$ cat config.mk
export PLATFORM = sky130hd
export DESIGN_NAME = dr_toplevel
export DESIGN_NICKNAME = d
export VERILOG_FILES = /design/src/rtl/dr_pkg.sv /design/src/rtl/dr_elastic_fifo.sv /design/src/rtl/dr_toplevel.sv
export SDC_FILE = /design/constraint.sdc
export NUM_CORES = 1
export LEC_CHECK = 0
export CAP_MARGIN = 25
export CORE_ASPECT_RATIO = 2
export CORE_UTILIZATION = 40
export DETAILED_ROUTE_END_ITERATION = 8
export PLACE_DENSITY_LB_ADDON = 0.25
export SLEW_MARGIN = 20
export SYNTH_ARGS = -nofsm -noshare
export SYNTH_HDL_FRONTEND = slang
export SYNTH_SLANG_ARGS = --single-unit
$ cat constraint.sdc
create_clock -name clock_5x -period 5.15 [get_ports clock_5x]
set_input_delay 0.7725 -clock clock_5x [delete_from_list [all_inputs] [get_ports clock_5x]]
set_output_delay 0.7725 -clock clock_5x [all_outputs]
set_load 0.01 [all_outputs]
$ cat src/rtl/dr_pkg.sv
// Shared constants for the data-recovery block: oversampling ratio,
// elastic-buffer depth and the widths derived from them.
package dr_pkg;

    localparam int OSR        = 10;
    localparam int FIFO_DEPTH = 8;
    localparam int PTR_W      = $clog2(FIFO_DEPTH);
    localparam int PH_W       = $clog2(OSR);

endpackage

$ cat src/rtl/dr_elastic_fifo.sv
// One-bit-wide elastic buffer between the recovered-bit rate and the local
// bit-rate reference. Pointers wrap naturally (power-of-two depth); a push
// into a full buffer and a pop from an empty one are both ignored.
module dr_elastic_fifo
    import dr_pkg::*;
#(
    parameter int DEPTH = FIFO_DEPTH
) (
    input  logic clock_5x,
    input  logic reset,
    input  logic push,
    input  logic pop,
    input  logic din,
    output logic dout,
    output logic full,
    output logic empty
);

    localparam int AW = $clog2(DEPTH);
    localparam logic [AW:0] FULL_LVL = (AW + 1)'(DEPTH);

    logic          mem [DEPTH];
    logic [AW-1:0] wr_ptr;
    logic [AW-1:0] rd_ptr;
    logic [AW:0]   fill;
    logic          wr_en;
    logic          rd_en;

    assign full  = (fill == FULL_LVL);
    assign empty = (fill == '0);
    assign wr_en = push & ~full;
    assign rd_en = pop & ~empty;
    assign dout  = mem[rd_ptr];

    // Pointer and fill-level bookkeeping; simultaneous push and pop cancel.
    always_ff @(posedge clock_5x) begin
        if (reset) begin
            wr_ptr <= '0;
            rd_ptr <= '0;
            fill   <= '0;
        end else begin
            if (wr_en) wr_ptr <= wr_ptr + AW'(1);
            if (rd_en) rd_ptr <= rd_ptr + AW'(1);
            case ({wr_en, rd_en})
                2'b10:   fill <= fill + (AW + 1)'(1);
                2'b01:   fill <= fill - (AW + 1)'(1);
                default: fill <= fill;
            endcase
        end
    end

    // Storage array; contents are don't-care until written.
    always_ff @(posedge clock_5x) begin
        if (wr_en) mem[wr_ptr] <= din;
    end

endmodule

$ cat src/rtl/dr_toplevel.sv
// Oversampling clock/data recovery: synchronizes the serial input, tracks
// transitions to place a sample point mid-UI, and re-times the recovered
// bits onto the local bit-rate reference through an elastic buffer.
module dr_toplevel
    import dr_pkg::*;
#(
    parameter int OSR        = dr_pkg::OSR,
    parameter int FIFO_DEPTH = dr_pkg::FIFO_DEPTH
) (
    input  logic clock_5x,
    input  logic reset,
    input  logic clock_480,
    input  logic data_in,
    output logic data_out
);

    localparam int PH_W = $clog2(OSR);
    localparam int AW   = $clog2(FIFO_DEPTH);
    localparam logic [PH_W-1:0] HALF_PH  = PH_W'(OSR / 2);
    localparam logic [PH_W-1:0] LAST_PH  = PH_W'(OSR - 1);
    localparam logic [AW:0]     START_M1 = (AW + 1)'(FIFO_DEPTH / 2 - 1);

    // Majority vote over one UI worth of samples; a tie falls back to the
    // centre sample of the window.
    function automatic logic vote(input logic [OSR-1:0] w);
        int n;
        n = $countones(w);
        if (n > OSR / 2)      return 1'b1;
        else if (n < OSR / 2) return 1'b0;
        else                  return w[OSR/2];
    endfunction

    // Sample point half a UI after the phase at which the edge was seen.
    function automatic logic [PH_W-1:0] mid_ui(input logic [PH_W-1:0] e);
        logic [PH_W:0] s;
        s = {1'b0, e} + (PH_W + 1)'(OSR / 2);
        if (s >= (PH_W + 1)'(OSR)) s = s - (PH_W + 1)'(OSR);
        return s[PH_W-1:0];
    endfunction

    logic            din_p0, din_p1;
    logic [OSR-1:0]  smp_sr;
    logic            ck_p0, ck_p1, ck_p2;
    logic            rd_stb;
    logic [PH_W-1:0] phase_cnt;
    logic [PH_W-1:0] samp_ph;
    logic            edge_flag;
    logic            push_vld;
    logic            push_bit;
    logic            started;
    logic [AW:0]     start_cnt;
    logic            pop;
    logic            fifo_dout;
    logic            fifo_full;
    logic            fifo_empty;

    // Edges are detected in the middle of the sample window, so when the
    // sample point (half a UI later) arrives the whole window holds exactly
    // one UI of the current bit and the vote sees a clean bit.
    assign edge_flag = smp_sr[OSR/2] ^ smp_sr[OSR/2-1];
    assign rd_stb    = ck_p1 & ~ck_p2;
    assign push_vld  = (phase_cnt == samp_ph);
    assign push_bit  = vote(smp_sr);
    assign pop       = rd_stb & started;

    // Input synchronizers and the oversampling shift register.
    always_ff @(posedge clock_5x) begin
        if (reset) begin
            din_p0 <= 1'b0;
            din_p1 <= 1'b0;
            smp_sr <= '0;
            ck_p0  <= 1'b0;
            ck_p1  <= 1'b0;
            ck_p2  <= 1'b0;
        end else begin
            din_p0 <= data_in;
            din_p1 <= din_p0;
            smp_sr <= {smp_sr[OSR-2:0], din_p1};
            ck_p0  <= clock_480;
            ck_p1  <= ck_p0;
            ck_p2  <= ck_p1;
        end
    end

    // Free-running phase counter and edge-driven sample-phase tracking.
    always_ff @(posedge clock_5x) begin
        if (reset) begin
            phase_cnt <= '0;
            samp_ph   <= HALF_PH;
        end else begin
            phase_cnt <= (phase_cnt == LAST_PH) ? '0 : phase_cnt + PH_W'(1);
            if (edge_flag) samp_ph <= mid_ui(phase_cnt);
        end
    end

    // Hold off reading until the buffer is half full for a fixed latency.
    always_ff @(posedge clock_5x) begin
        if (reset) begin
            started   <= 1'b0;
            start_cnt <= '0;
        end else if (!started && push_vld && !fifo_full) begin
            start_cnt <= start_cnt + (AW + 1)'(1);
            if (start_cnt == START_M1) started <= 1'b1;
        end
    end

    // Output register: one bit per reference period, held on underflow.
    always_ff @(posedge clock_5x) begin
        if (reset)                    data_out <= 1'b0;
        else if (pop && !fifo_empty)  data_out <= fifo_dout;
    end

    dr_elastic_fifo #(
        .DEPTH (FIFO_DEPTH)
    ) u_fifo (
        .clock_5x (clock_5x),
        .reset    (reset),
        .push     (push_vld),
        .pop      (pop),
        .din      (push_bit),
        .dout     (fifo_dout),
        .full     (fifo_full),
        .empty    (fifo_empty)
    );

endmodule

==> impl_results.md, run 1 <==
- GR Util All Layers: 0.148
- NumNets Final: around 260
- Register area: ~1000 sq um
- Clock slew at reported path FFs: approximately 60 ps
- RSZ-0062 raised after global routing: false
- Avg WL per Cell: 13.1 um
- Cells along the critical path: fa_1 > inv_1 > fa_1 > fa_1 > inv_1 > ha_1 > fa_1 > a21oi_1 > o22ai_1
- Grt peak-use layer: met2
- Synth Cell Area: 2380 sq um
- Slew of the pin with the lowest slew margin: 663 ps
- Top cells by area, synth: dfxtp_1 33%, edfxtp_1 10%, ha_1 6.3%
- H-tree levels: 2
- Top cell by count, worst path: fa_1
- Critical path class: flip-flop to flip-flop
- WP depth: 9
- Hold wc startpoint: din_p0
- Total power: 835 uW
- Congestion Overflow GR: 0
- Met1 Track Usage GR: 0.150
- Arrival time worst endpoint: 3370 ps
- YS warnings: 0
- IO Port Bufs: 4
- Area fraction of the dominant cell type after synthesis: 0.328
- CP max FO: 8
- Post-synth cell types: 50
- Leading area contributor after synthesis: dfxtp_1
- FF-to-FF setup slack: 1800 ps
- Sequential area share after synthesis: 0.429
- P_leak: 0.000991 uW
- Clk_lat worst skew: 290 ps
- Met3 Use GR: 0.0420
- Most common cell after layout, fill and taps aside: dfxtp_1
- Final hold vios: 0
- Peak Freq: 299 MHz
- Antenna diodes: 0
- Placed Cells incl. Taps: slightly below 300
- Area of the multi-input gates: between 1000 and 1500 sq um
- Pwr dens: 316 nW/um^2
- Slew margin rel.: 0.557
- Max-Cap Viols: 0
- CTS buffer count: 5
- Worst VDD drop: 0.346 mV
- Die area: 6280 sq um
- # rows: 39
- Outcome: complete, no violations
- Hold Crit Class: flip-flop to flip-flop
- Starting density of the core: 0.417
- Synth Net Count: between 200 and 300
- Worst hold stages: 1
- Startpoint types: flip-flop
- DRT Pass-1 Iters: 4
- Final period util: 0.650
- Yosys reg bits: 47
- Commonest cells after routing, fill and taps aside: 39 x dfxtp_1, 30 x nor2_1, 19 x inv_1
- Fillers: 552
- Top-Level Pins: 5
- Fin. max-slew vios: 0
- Setup TNS: 0 ps
- Die span in y: approximately 110 um
- Post-route ant nets: 0
- DRC Markers: 0
- Reg2reg end: u_fifo.mem[4]
- Post-CTS Setup Bufs: 0
- Die Wd: 56.6 um
- Crit path capture type: flip-flop
- Antenna violations before repair: 0
- Number of global-route vias before repair: about 1,600
- Clock sink count: 47
- Final min period: 3350 ps
- Mean Syn Cell Area: 10.0 sq um
- CP max-delay cell: fa_1
- Post-Layout Cell Count: 300
- Post-synthesis cell count: around 240
- CP Buf/Inv Count: 2
- Hold Path Sink: din_p1
- Post-CTS sizing: 0
- Core ar.: about 5700 sq um
- Critical path startpoint: smp_sr[5]
- Post-DP HPWL: 2870 um
- Largest net degree at the start of global routing: 48
- Clock Tree Buf Depth: 2
- Largest delay contributor family on the critical path: adder cells
- Routed wire length: just under 4000 um
- Clk root buf: clkbuf_16
- Area growth, synth to finish: 11.0%
- Post-CTS Hold Buffers: 0
- DRT iter0 DRCs: 33
- Crit path largest cell delay: 540 ps
- R2R depth: 9
- DR vias: 1,606
- Clock Skews: 5.28 ps
- First-pass GRT wire length: 7110 um
- CP required: 5170 ps
- Mean number of vias per cell: 5.35
- GR Util met2: 0.263
- Layout cell share with drive strength beyond 1: 0.0753
- Gp weighted congestion: 0.786
- Final setup viols: 0
- CTS tree: done
- FF-to-FF Start: smp_sr[5]
==> layout make-up <==
type | instances | area share
repair buffers | 5 | 0.0180
inverters | 20 | 0.0284
clock inverters | 2 | 0.0227
multi-input cells | 159 | 0.467
well taps | 61 | 0.0289
flip-flops and latches | 47 | 0.386
clock buffers | 6 | 0.0487
==> worst max-delay path by stage <==
stage / to
after floorplan: u_fifo.mem[0]
after global placement: u_fifo.mem[0]
after detailed placement: u_fifo.mem[5]
after CTS: u_fifo.mem[4]
after global routing: u_fifo.mem[0]
final: u_fifo.mem[4]
==> per-layer routing <==
metal,vias up,routed length [um]
li1,816,-
met1,770,1590
met2,11,2130
met3,9,92
met4,0,100
met5,-,0
==> sequential cells by signal, summed over array words and instances, names as in the netlist, 3 cells and up <==
| register | cells |
|---|---|
| start_cnt | 4 |
| u_fifo.wr_ptr | 3 |
| u_fifo.rd_ptr | 3 |
| phase_cnt | 4 |
| u_fifo.fill | 4 |
| u_fifo.mem | 8 |
| samp_ph | 4 |
| smp_sr | 10 |
==> report_power, final <==
part,internal [uW],switching (uW),total [uW],leakage (uW)
clock network,278,131,409,0.0000911
logic,19.0,23.1,42.0,0.000515
registers,377,6.76,384,0.000385
==> kinds of logic (layout without fill, tap and decap cells) <==
group,after synthesis,after routing,synth area share
and+or+nand+nor,87,87,0.205
DFF,47,47,0.429
buffers and inverters,31,33,0.0525
AOI/OAI and AO/OA,31,31,0.0904
adders and majority gates,19,19,0.122
muxes,9,9,0.0504
xor gates and xnor gates,13,13,0.0510
==> stage by stage <==
stage	cell area (sq um)	hold WS [ps]	utilization	setup slack, ps
6_report	2640	448	0.463	1800
3_5_place_dp	2450	439	0.430	1820
2_1_floorplan	2380	414	-	2040
3_3_place_gp	2450	419	0.430	1870
4_1_cts	2640	453	0.463	1800
5_1_grt	2640	459	0.463	1590
==> worst register-to-register path, cell delays in order (launching register included) <==
cell and delay, ps:
dfxtp_1 360, fa_1 540, inv_1 50, fa_1 440
fa_1 490, inv_1 40, ha_1 200, fa_1 490
a21oi_1 40, o22ai_1 430
==> synth_stat cells, drive strengths merged <==
library cell,instances
o22ai,1
edfxtp,8
nand4,1
or3,1
nor4,4
o31a,1
mux2i,3
o21ai,3
and2,2
a211oi,1
a311oi,2
mux4,2
ha,12
a31oi,1
nor4b,2
dfxtp,39
nor2,30
a21o,1
o32ai,1
xnor2,7
nand4b,1
fa,7
a311o,1
a21oi,12
inv,20
xor2,6
o32a,1
o2111ai,1
nand2b,4
and4,2
mux2,4
a41oi,1
nand3b,3
o31ai,1
nand3,4
a21boi,1
buf,9
nor2b,13
nor3b,5
nor3,8
clkbuf,2
nand2,7
a31o,2
Power figures use the tool's default switching activity.
==> inputs of run 2 (changes only) <==
Clock period 5.15 ns to 3.27 ns, I/O delays scaled along.
==> run 2 against run 1 <==
Effect of this change:
- die area did not move
- core utilization increased by 1.1 points
- sequential share of layout area is 0.84 points lower
- non-clock buffer count up 6
- power is 51% higher
==> impl_results.md, run 2 (synthesis gave the netlist of run 1 again) <==
- Outcome: complete, no violations
- Area after DPL: 2500 sq um (+1.8%)
- Routed wire length: 4270 um (+8.9%)
- Post-DP HPWL: 3230 um (+13%)
- Clock sink count: 47 (unchanged)
- Final hold vios: 0 (unchanged)
- Final setup viols: 0 (unchanged)
- # rows: 39 (unchanged)
- Post-CTS Setup Bufs: 0 (unchanged)
- Arrival time worst endpoint: 3150 ps (-220 ps)
- P_int: 1010 uW (+49%)
- CP required: 3290 ps (-1880 ps)
- Peak Freq: 319 MHz (+6.8%)
- Sequential power share: 0.476 (+0.016)
- Die Wd: 56.6 um (unchanged)
- Total power: 1260 uW (+51%)
- Clock slew at reported path FFs: 60 ps (about the same)
- Core ar.: 5710 sq um (unchanged)
- Clock Tree Buf Depth: 2 (unchanged)
- CTS tree: done
- Number of global-route vias before repair: 1,632 (+0.25%)
- Top-Level Pins: 5 (unchanged)
- Fin. max-slew vios: 0 (unchanged)
- Die area: 6280 sq um (unchanged)
- CTS buffer count: 5 (unchanged)
- CP max-delay cell: fa_1
- Largest reg by FF count: smp_sr
- Fillers: 521 (-5.6%)
- Antenna diodes: 0 (unchanged)
- Hold Crit Class: flip-flop to flip-flop
- Crit path capture type: flip-flop
- Clk pwr share: 0.464 (-0.026)
- Commonest cells after routing, fill and taps aside: 37 x dfxtp_1, 30 x nor2_1, 17 x inv_1
- Top cell by count, worst path: fa_1
- Comb power frac: 0.060 (+0.010)
- GR Util All Layers: 0.153 (+0.00534)
- Gp weighted congestion: 0.750 (-4.6%)
- Sw frac: 0.203 (+0.0101)
- P_sw: 256 uW (+59%)
- First-pass GRT wire length: 7420 um (+4.3%)
- Worst VDD drop: 0.482 mV (+39%)
- Largest net degree at the start of global routing: 25 (-48%)
- Post-route ant nets: 0 (unchanged)
- CP max FO: 8 (unchanged)
- Pwr dens: 467 nW/um^2 (+48%)
- Starting density of the core: 0.417 (unchanged)
- Worst hold slack: 434 ps (-13.5 ps)
- P_leak: 0.00101 uW (+2.1%)
- Clk root buf: clkbuf_16
- RSZ-0062 raised after global routing: false
- Max reg flops: 10 (unchanged)
- DRT iter0 DRCs: 34 (+3.0%)
- Slew margin rel.: 0.538 (-0.0185)
- IO Port Bufs: 4 (unchanged)
- DR vias: 1,599 (-0.44%)
- Startpoint types: flip-flop
- H-tree levels: 2 (unchanged)
- Post-route cell area: 2710 sq um (+2.5%)
- Congestion Overflow GR: 0 (unchanged)
- DRT Pass-1 Iters: 4 (unchanged)
- Avg WL per Cell: 13.9 um (+6.7%)
- Die span in y: 111 um (unchanged)
- Clk_lat worst skew: 290 ps (about the same)
- Cells along the critical path: fa_1 > inv_2 > fa_1 > fa_1 > inv_2 > ha_4 > fa_2 > xnor2_1 > o22ai_4
- Critical path class: flip-flop to flip-flop
- Final min period: 3140 ps (-213 ps)
- Crit path largest cell delay: 540 ps (about the same)
- Clock Skews: 7.18 ps (+1.90 ps)
- Largest regs: smp_sr: 10 flops, u_fifo.mem: 8 flops
- Most common cell after layout, fill and taps aside: dfxtp_1
- Max-Cap Viols: 0 (unchanged)
- Antenna violations before repair: 0 (unchanged)
- Final period util: 0.959 (+0.309)
- Setup TNS: 0 ps (unchanged)
- Slew of the pin with the lowest slew margin: 690 ps (+27.6 ps)
- DRC Markers: 0 (unchanged)
- Layout cell share with drive strength beyond 1: 0.135 (+0.0594)
- Mean number of vias per cell: 5.23 (-2.4%)
- Area growth, synth to finish: 13.8%
- NumNets Final: 267 (+2.3%)
## run 2: cell types whose count changed in the layout (fill, tap and decap cells not counted), sizes merged
cell	delta
buf	+6
bufinv	-1
clkinv	+1
## run 2: critical path: cells and delay by family (launching register included)
kind	cells	cell delay (ps)
flops	1	320
xor+xnor	1	250
buf+inv	2	90
fa+ha+maj	5	2060
compound gates	1	150
## run 2: path summary, 6_finish.rpt
path	start	endpoint	slack, ps	cells after the start
hold / removal	din_p0	din_p1	430	1
setup / recovery	smp_sr[9]	u_fifo.mem[6]	130	9
setup reg to reg	smp_sr[9]	u_fifo.mem[6]	130	9
hold reg to reg	din_p0	din_p1	430	1
## run 2: metal layers
| metal | vias up | track usage | share of wire |
|---|---|---|---|
| met5 | - | 0 | 0 |
| met1 | 760 | 0.153 | 0.40 |
| met3 | 6 | 0.0315 | 0.015 |
| met2 | 11 | 0.284 | 0.56 |
| li1 | 822 | - | - |
| met4 | 0 | 0.0780 | 0.023 |
## run 2: stage by stage
step,cells,util,setup WS (ps)
after CTS,306,0.469,140
after global routing,306,0.474,32.9
final,306,0.474,134
after detailed placement,298,0.438,-0.748
after global placement,298,0.438,59.9
after floorplan,237,-,161
## run 2: power by group through the flow
stage	clock network, uW	registers, uW	logic [uW]
detailed placement	0	614	75.2
CTS	601	601	75.8
floorplan	0	613	55.4
global placement	0	614	74.5
finish	587	601	75.9
global route	619	602	86.5
## run 2: cell type report
class	instances	area, sq um	share of cell area
Multi-Input combinational cell	159	1270	0.468
Clock buffer	6	139	0.0513
Inverter	20	75.1	0.0277
Tap cell	61	76.3	0.0282
Clock inverter	2	35.0	0.0129
Sequential cell	47	1020	0.378
Timing Repair Buffer	11	92.6	0.0342
## run 2: repair_timing
item / in CTS / in global routing
hold endpoints to repair: 0 / 0
pin swaps: 0 / 6
gates cloned: 0 / 0
hold buffers: 0 / 0
endpoints found under the setup margin: 8 / 8
resized for setup: 1 / 9
